--- src/rtl/serial_adder_pkg.sv ---
// ============================================================================
// Module   : serial_adder_pkg
// Brief    : Shared state encodings for the bit-serial adder controller.
// Revision : 1.0
// ============================================================================
`default_nettype none

package serial_adder_pkg;

  typedef logic [1:0] state_t;

  localparam state_t c_st_idle = 2'd0;
  localparam state_t c_st_run  = 2'd1;
  localparam state_t c_st_done = 2'd2;

endpackage

`default_nettype wire

--- src/rtl/full_adder_1bit.sv ---
// ============================================================================
// Module   : full_adder_1bit
// Brief    : Single-bit full adder cell.
// Revision : 1.0
// ============================================================================
`default_nettype none

module full_adder_1bit (
  input  logic a,
  input  logic b,
  input  logic c_in,
  output logic c_out,
  output logic s
);

  logic w_p;

  assign w_p   = a ^ b;
  assign s     = w_p ^ c_in;
  assign c_out = (a & b) | (c_in & w_p);

endmodule

`default_nettype wire

--- src/rtl/serial_adder_ctrl.sv ---
// ============================================================================
// Module   : serial_adder_ctrl
// Brief    : Bit-serial adder, LSB first, one bit per clock, start/busy/done.
// Revision : 1.0
// ============================================================================
`default_nettype none

module serial_adder_ctrl
  import serial_adder_pkg::*;
#(
  parameter int WIDTH = 8
) (
  input  logic             clk,
  input  logic             rst_n,
  input  logic             start,
  input  logic [WIDTH-1:0] a,
  input  logic [WIDTH-1:0] b,
  input  logic             c_in,
  output logic             busy,
  output logic             done,
  output logic [WIDTH-1:0] sum,
  output logic             c_out
);

  localparam int                 c_cnt_w    = (WIDTH > 1) ? $clog2(WIDTH) : 1;
  localparam logic [c_cnt_w-1:0] c_cnt_last = c_cnt_w'(WIDTH - 1);

  state_t             r_state;
  state_t             w_state_nxt;
  logic [WIDTH-1:0]   r_sh_a;
  logic [WIDTH-1:0]   r_sh_b;
  logic [WIDTH-1:0]   r_sh_s;
  logic               r_carry;
  logic [c_cnt_w-1:0] r_cnt;
  logic [WIDTH-1:0]   r_sum;
  logic               r_c_out;
  logic               w_fa_s;
  logic               w_fa_c_out;
  logic               w_accept;
  logic               w_last;

  full_adder_1bit u_fa (
    .a     (r_sh_a[0]),
    .b     (r_sh_b[0]),
    .c_in  (r_carry),
    .c_out (w_fa_c_out),
    .s     (w_fa_s)
  );

  // A new request is taken from IDLE and also straight out of DONE.
  assign w_accept = start && ((r_state == c_st_idle) || (r_state == c_st_done));
  assign w_last   = (r_state == c_st_run) && (r_cnt == c_cnt_last);

  always_ff @(posedge clk or negedge rst_n) begin
    if (!rst_n) begin
      r_state <= c_st_idle;
    end else begin
      r_state <= w_state_nxt;
    end
  end

  always_comb begin
    w_state_nxt = r_state;
    case (r_state)
      c_st_idle: if (start) w_state_nxt = c_st_run;
      c_st_run:  if (w_last) w_state_nxt = c_st_done;
      c_st_done: w_state_nxt = start ? c_st_run : c_st_idle;
      default:   w_state_nxt = c_st_idle;
    endcase
  end

  always_comb begin
    busy = (r_state == c_st_run);
    done = (r_state == c_st_done);
  end

  always_ff @(posedge clk or negedge rst_n) begin
    if (!rst_n) begin
      r_sh_a  <= '0;
      r_sh_b  <= '0;
      r_sh_s  <= '0;
      r_carry <= 1'b0;
      r_cnt   <= '0;
      r_sum   <= '0;
      r_c_out <= 1'b0;
    end else if (w_accept) begin
      r_sh_a  <= a;
      r_sh_b  <= b;
      r_carry <= c_in;
      r_cnt   <= '0;
    end else if (r_state == c_st_run) begin
      // Sum bits enter at the MSB so the LSB lands at bit 0 after WIDTH shifts.
      r_sh_s  <= {w_fa_s, r_sh_s[WIDTH-1:1]};
      r_carry <= w_fa_c_out;
      r_sh_a  <= {1'b0, r_sh_a[WIDTH-1:1]};
      r_sh_b  <= {1'b0, r_sh_b[WIDTH-1:1]};
      r_cnt   <= r_cnt + c_cnt_w'(1);
      if (w_last) begin
        r_sum   <= {w_fa_s, r_sh_s[WIDTH-1:1]};
        r_c_out <= w_fa_c_out;
      end
    end
  end

  assign sum   = r_sum;
  assign c_out = r_c_out;

endmodule

`default_nettype wire

--- config.mk ---
export PLATFORM = sky130hd
export DESIGN_NAME = serial_adder_ctrl
export DESIGN_NICKNAME = d
export VERILOG_FILES = /design/src/rtl/serial_adder_pkg.sv /design/src/rtl/full_adder_1bit.sv /design/src/rtl/serial_adder_ctrl.sv
export SDC_FILE = /design/constraint.sdc
export NUM_CORES = 1
export LEC_CHECK = 0
export CORE_UTILIZATION = 50
export DETAILED_ROUTE_END_ITERATION = 12
export PLACE_DENSITY = 0.73
export SLEW_MARGIN = 20
export SYNTH_ARGS = -nofsm -noshare
export SYNTH_HDL_FRONTEND = slang
export SYNTH_HIERARCHICAL = 1
export SYNTH_SLANG_ARGS = --single-unit
export TNS_END_PERCENT = 100
--- constraint.sdc ---
create_clock -name clk -period 3.03 [get_ports clk]
set_input_delay 0.606 -clock clk [delete_from_list [all_inputs] [get_ports clk]]
set_output_delay 0.606 -clock clk [all_outputs]
set_load 0.02 [all_outputs]
==> out/metrics.yaml <==
timing:
  layout_min_cycle_time_ns: 2.299
  maximum_clock_frequency_mhz: 434.9
  report.final.setup_viol: 0
  tns_ns: 0
  final_max_slew_violation_count: 0
  layout_worst_path_cycle_share_pct: 75.88
  slew-limit-headroom_pct: 44.79
  final.setup_skew_ns: 0.01118
  worstMarginPinSlew_ns: 0.8281
  finalHoldViolations: 0
  rsz0062_at_grt: "no"
  hold-worst-slack_ns: 0.4101
route:
  wirelength_microns: 3022
  dr.pass1.iters: 3
  detail_route.vias_per_cell: 5.254
  remaining_drc_errors: 0
  drt-wirelength-per-cell_microns: 14.19
  via_count: 1119
  drt_iter0_markers: 47
  postRouteAntennaNets: 0
grt:
  gr-total-overflow: 0
  track_usage_pct: 18.42
  first_global_vias: 1194
  wire_length_of_the_first_global_routing_pass_microns: 5658
  grt_antenna_before_repair: 0
  grt_start_max_net_pins: 39
critical_path:
  path_max_fanout: 9
  cp.arrival_ns: 1.69
  worst-setup-path-type: "reg -> out"
  cp-startpoint: "r_state[1]"
  worstReg2RegStart: "r_state[1]"
  worst_ep_required_time_ns: 2.42
  cp-start-kind: "flop"
  r2r_cells: 3
  end_kind: "primary output"
clock_tree:
  clock_tree.buffer_depth: 2
  cts_resized: 0
  cts-hold-fix-buffers: 0
  clk_latency_ns: 0.29
  clk_pin_slew_worst_paths_ns: 0.08
  cts.root.buffer_cell: "sky130_fd_sc_hd__clkbuf_8"
  numClockSinks: 38
  cts_htree_levels: 2
  tritoncts: "built"
  numCtsBuffers: 5
  postCtsSetupBuffers: 0
yosys:
  share_of_yosys_cell_area_claimed_by_the_top_area_cell_type_pct: 49.71
  synth.ff_latch_count: 38
  synth_sequential_area_ratio_pct: 49.71
  postSynthAreaPerCell_sq_um: 14.28
  post_synth_cell_types: 20
  post_synth_instance_area_sq_um: 1913
  mappedNetlistNets: 157
  ys.warnings.count: 6
  post_synth_main_area_contributors: "sky130_fd_sc_hd__dfrtp_1 50%, sky130_fd_sc_hd__mux2i_1 27%, sky130_fd_sc_hd__mux2_4 7.1%"
  postSynthCellCount: 134
  synthDominantAreaCellType: "sky130_fd_sc_hd__dfrtp_1"
cells_and_area:
  num-nets-final: 187
  synthToLayoutAreaGrowth_pct: 23.09
  multi_input_logic_area_sq_um: 872.1
  layout-drive-gt1-share_pct: 18.18
  final.fill_count: 299
  diodes: 0
  layout.area.seq_sq_um: 950.9
pwr:
  p_int_mw: 1.642
  net-switching-power_mw: 0.7533
  worst_ir_drop_vdd_uv: 428.1
  comb_power_share_pct: 39.3
  pwr-share-clk_pct: 22.0
  p_leak_nw: 1.123
  power_per_cell_area_nw_per_um2: 1017
  power_frac_seq_pct: 38.7
  p_total_mw: 2.395
  switching_share_pct: 31.45
floorplanning:
  die_y_microns: 63.86
  fp.dieArea_sq_um: 4077
  coreArea_sq_um: 3661
  start_util_pct: 52.26
  std_cell_rows: 22
  die-width_microns: 63.86
  pin_count: 31
placement:
  io_buffers: 30
  gp_congestion: 0.6941
  hpwl_microns: 2109
outcome:
  outcome: "finished, final reports clean"
worst_hold_path:
  worst_hold_path_type: "in -> async"
flow_run:
  maxCapViolations: 0
[Yosys cell counts]
library cell               count
sky130_fd_sc_hd__mux2_2        7
sky130_fd_sc_hd__fa_1          1
sky130_fd_sc_hd__dfrtp_1      38
sky130_fd_sc_hd__o22ai_1       1
sky130_fd_sc_hd__buf_2         3
sky130_fd_sc_hd__nand2b_4      1
sky130_fd_sc_hd__ha_1          2
sky130_fd_sc_hd__nand2b_1      2
sky130_fd_sc_hd__nand3_1       2
sky130_fd_sc_hd__a21o_1        1
sky130_fd_sc_hd__mux2i_1      51
sky130_fd_sc_hd__inv_1         3
sky130_fd_sc_hd__nand3b_4      1
sky130_fd_sc_hd__nor2b_1       1
sky130_fd_sc_hd__buf_6         3
sky130_fd_sc_hd__xnor2_1       1
sky130_fd_sc_hd__nor3b_1       1
sky130_fd_sc_hd__buf_4         4
sky130_fd_sc_hd__mux2_4        9
sky130_fd_sc_hd__o21ai_0       2
[final cells by class]
type                    instances  area share [%]
clock buffers                   6           3.507
flip-flops and latches         38           40.38
well taps                      48           2.550
multi-input cells              83           37.04
repair buffers                 33           13.50
clock inverters                 2           2.550
inverters                       3          0.4782
[metrics by stage]
stage | utilization, % | std cells | instance area [sq um] | worst slack [ns]
2_1_floorplan | - | 134 | 1913 | 1.475
3_3_place_gp | 60.42 | 205 | 2212 | 1.056
3_5_place_dp | 60.42 | 205 | 2212 | 1.042
4_1_cts | 64.32 | 213 | 2355 | 0.7086
5_1_grt | 64.32 | 213 | 2355 | 0.6349
6_report | 64.32 | 213 | 2355 | 0.7307
[final timing paths]
path,end,slack (ns)
min in group clk,sum[0],0.51
max reg2reg,sum[1],1.41
min reg2reg,sum[0],0.51
max in group asynchronous,r_sh_b[2],2.09
min,sum[0],0.41
max,busy,0.73
[placed cells by master (no fill, tap or decap), drive strengths merged]
master	Yosys	final
xnor2	1	1
bufinv	0	2
dfrtp	38	38
nand3	2	2
a21o	1	1
ha	2	2
nor3b	1	1
nand3b	1	1
o22ai	1	1
o21ai	2	2
fa	1	1
nor2b	1	1
mux2	16	16
clkbuf	0	6
clkdlybuf4s50	0	29
inv	3	3
nand2b	3	3
mux2i	51	51
buf	10	4
[routing by layer]
| metal | up-vias | global-route usage [%] | routed length, microns |
|---|---|---|---|
| met4 | 0 | 5.966 | 41 |
| met3 | 7 | 6.429 | 127 |
| li1 | 534 | - | - |
| met1 | 553 | 22.24 | 1359 |
| met2 | 25 | 30.59 | 1494 |
| met5 | - | 0 | 0 |
[cell families after synthesis]
kind of cell	share of synthesized area, %
simple gates	3.663
xor+xnor	0.4579
fa+ha+maj	2.354
compound gates	1.243
buf+inv	4.709
flops	49.71
mux	37.87
[critical path, cell delays in order (launching register included)]
cell                              delay [ns]
sky130_fd_sc_hd__dfrtp_1                0.50
sky130_fd_sc_hd__nand2b_4               0.24
sky130_fd_sc_hd__inv_1                  0.06
sky130_fd_sc_hd__clkdlybuf4s50_1        0.59
[power by group through the flow]
stage                     registers (mW)  logic, mW  clock network, mW
after floorplan                    0.955      0.665                  0
after global placement             0.923      0.920                  0
after detailed placement           0.940      0.956                  0
after CTS                          0.931      0.960              0.541
after global routing               0.960       1.05              0.564
final                              0.927      0.942              0.527
[sequential cells by signal, indices dropped and copies added, names as in the netlist]
register / flops
r_sh_a: 8
r_sh_b: 8
sum: 8
r_sh_s: 7
r_cnt: 3
r_state: 2
c_out: 1
r_carry: 1
No activity file was read; power rests on OpenSTA's default activity.
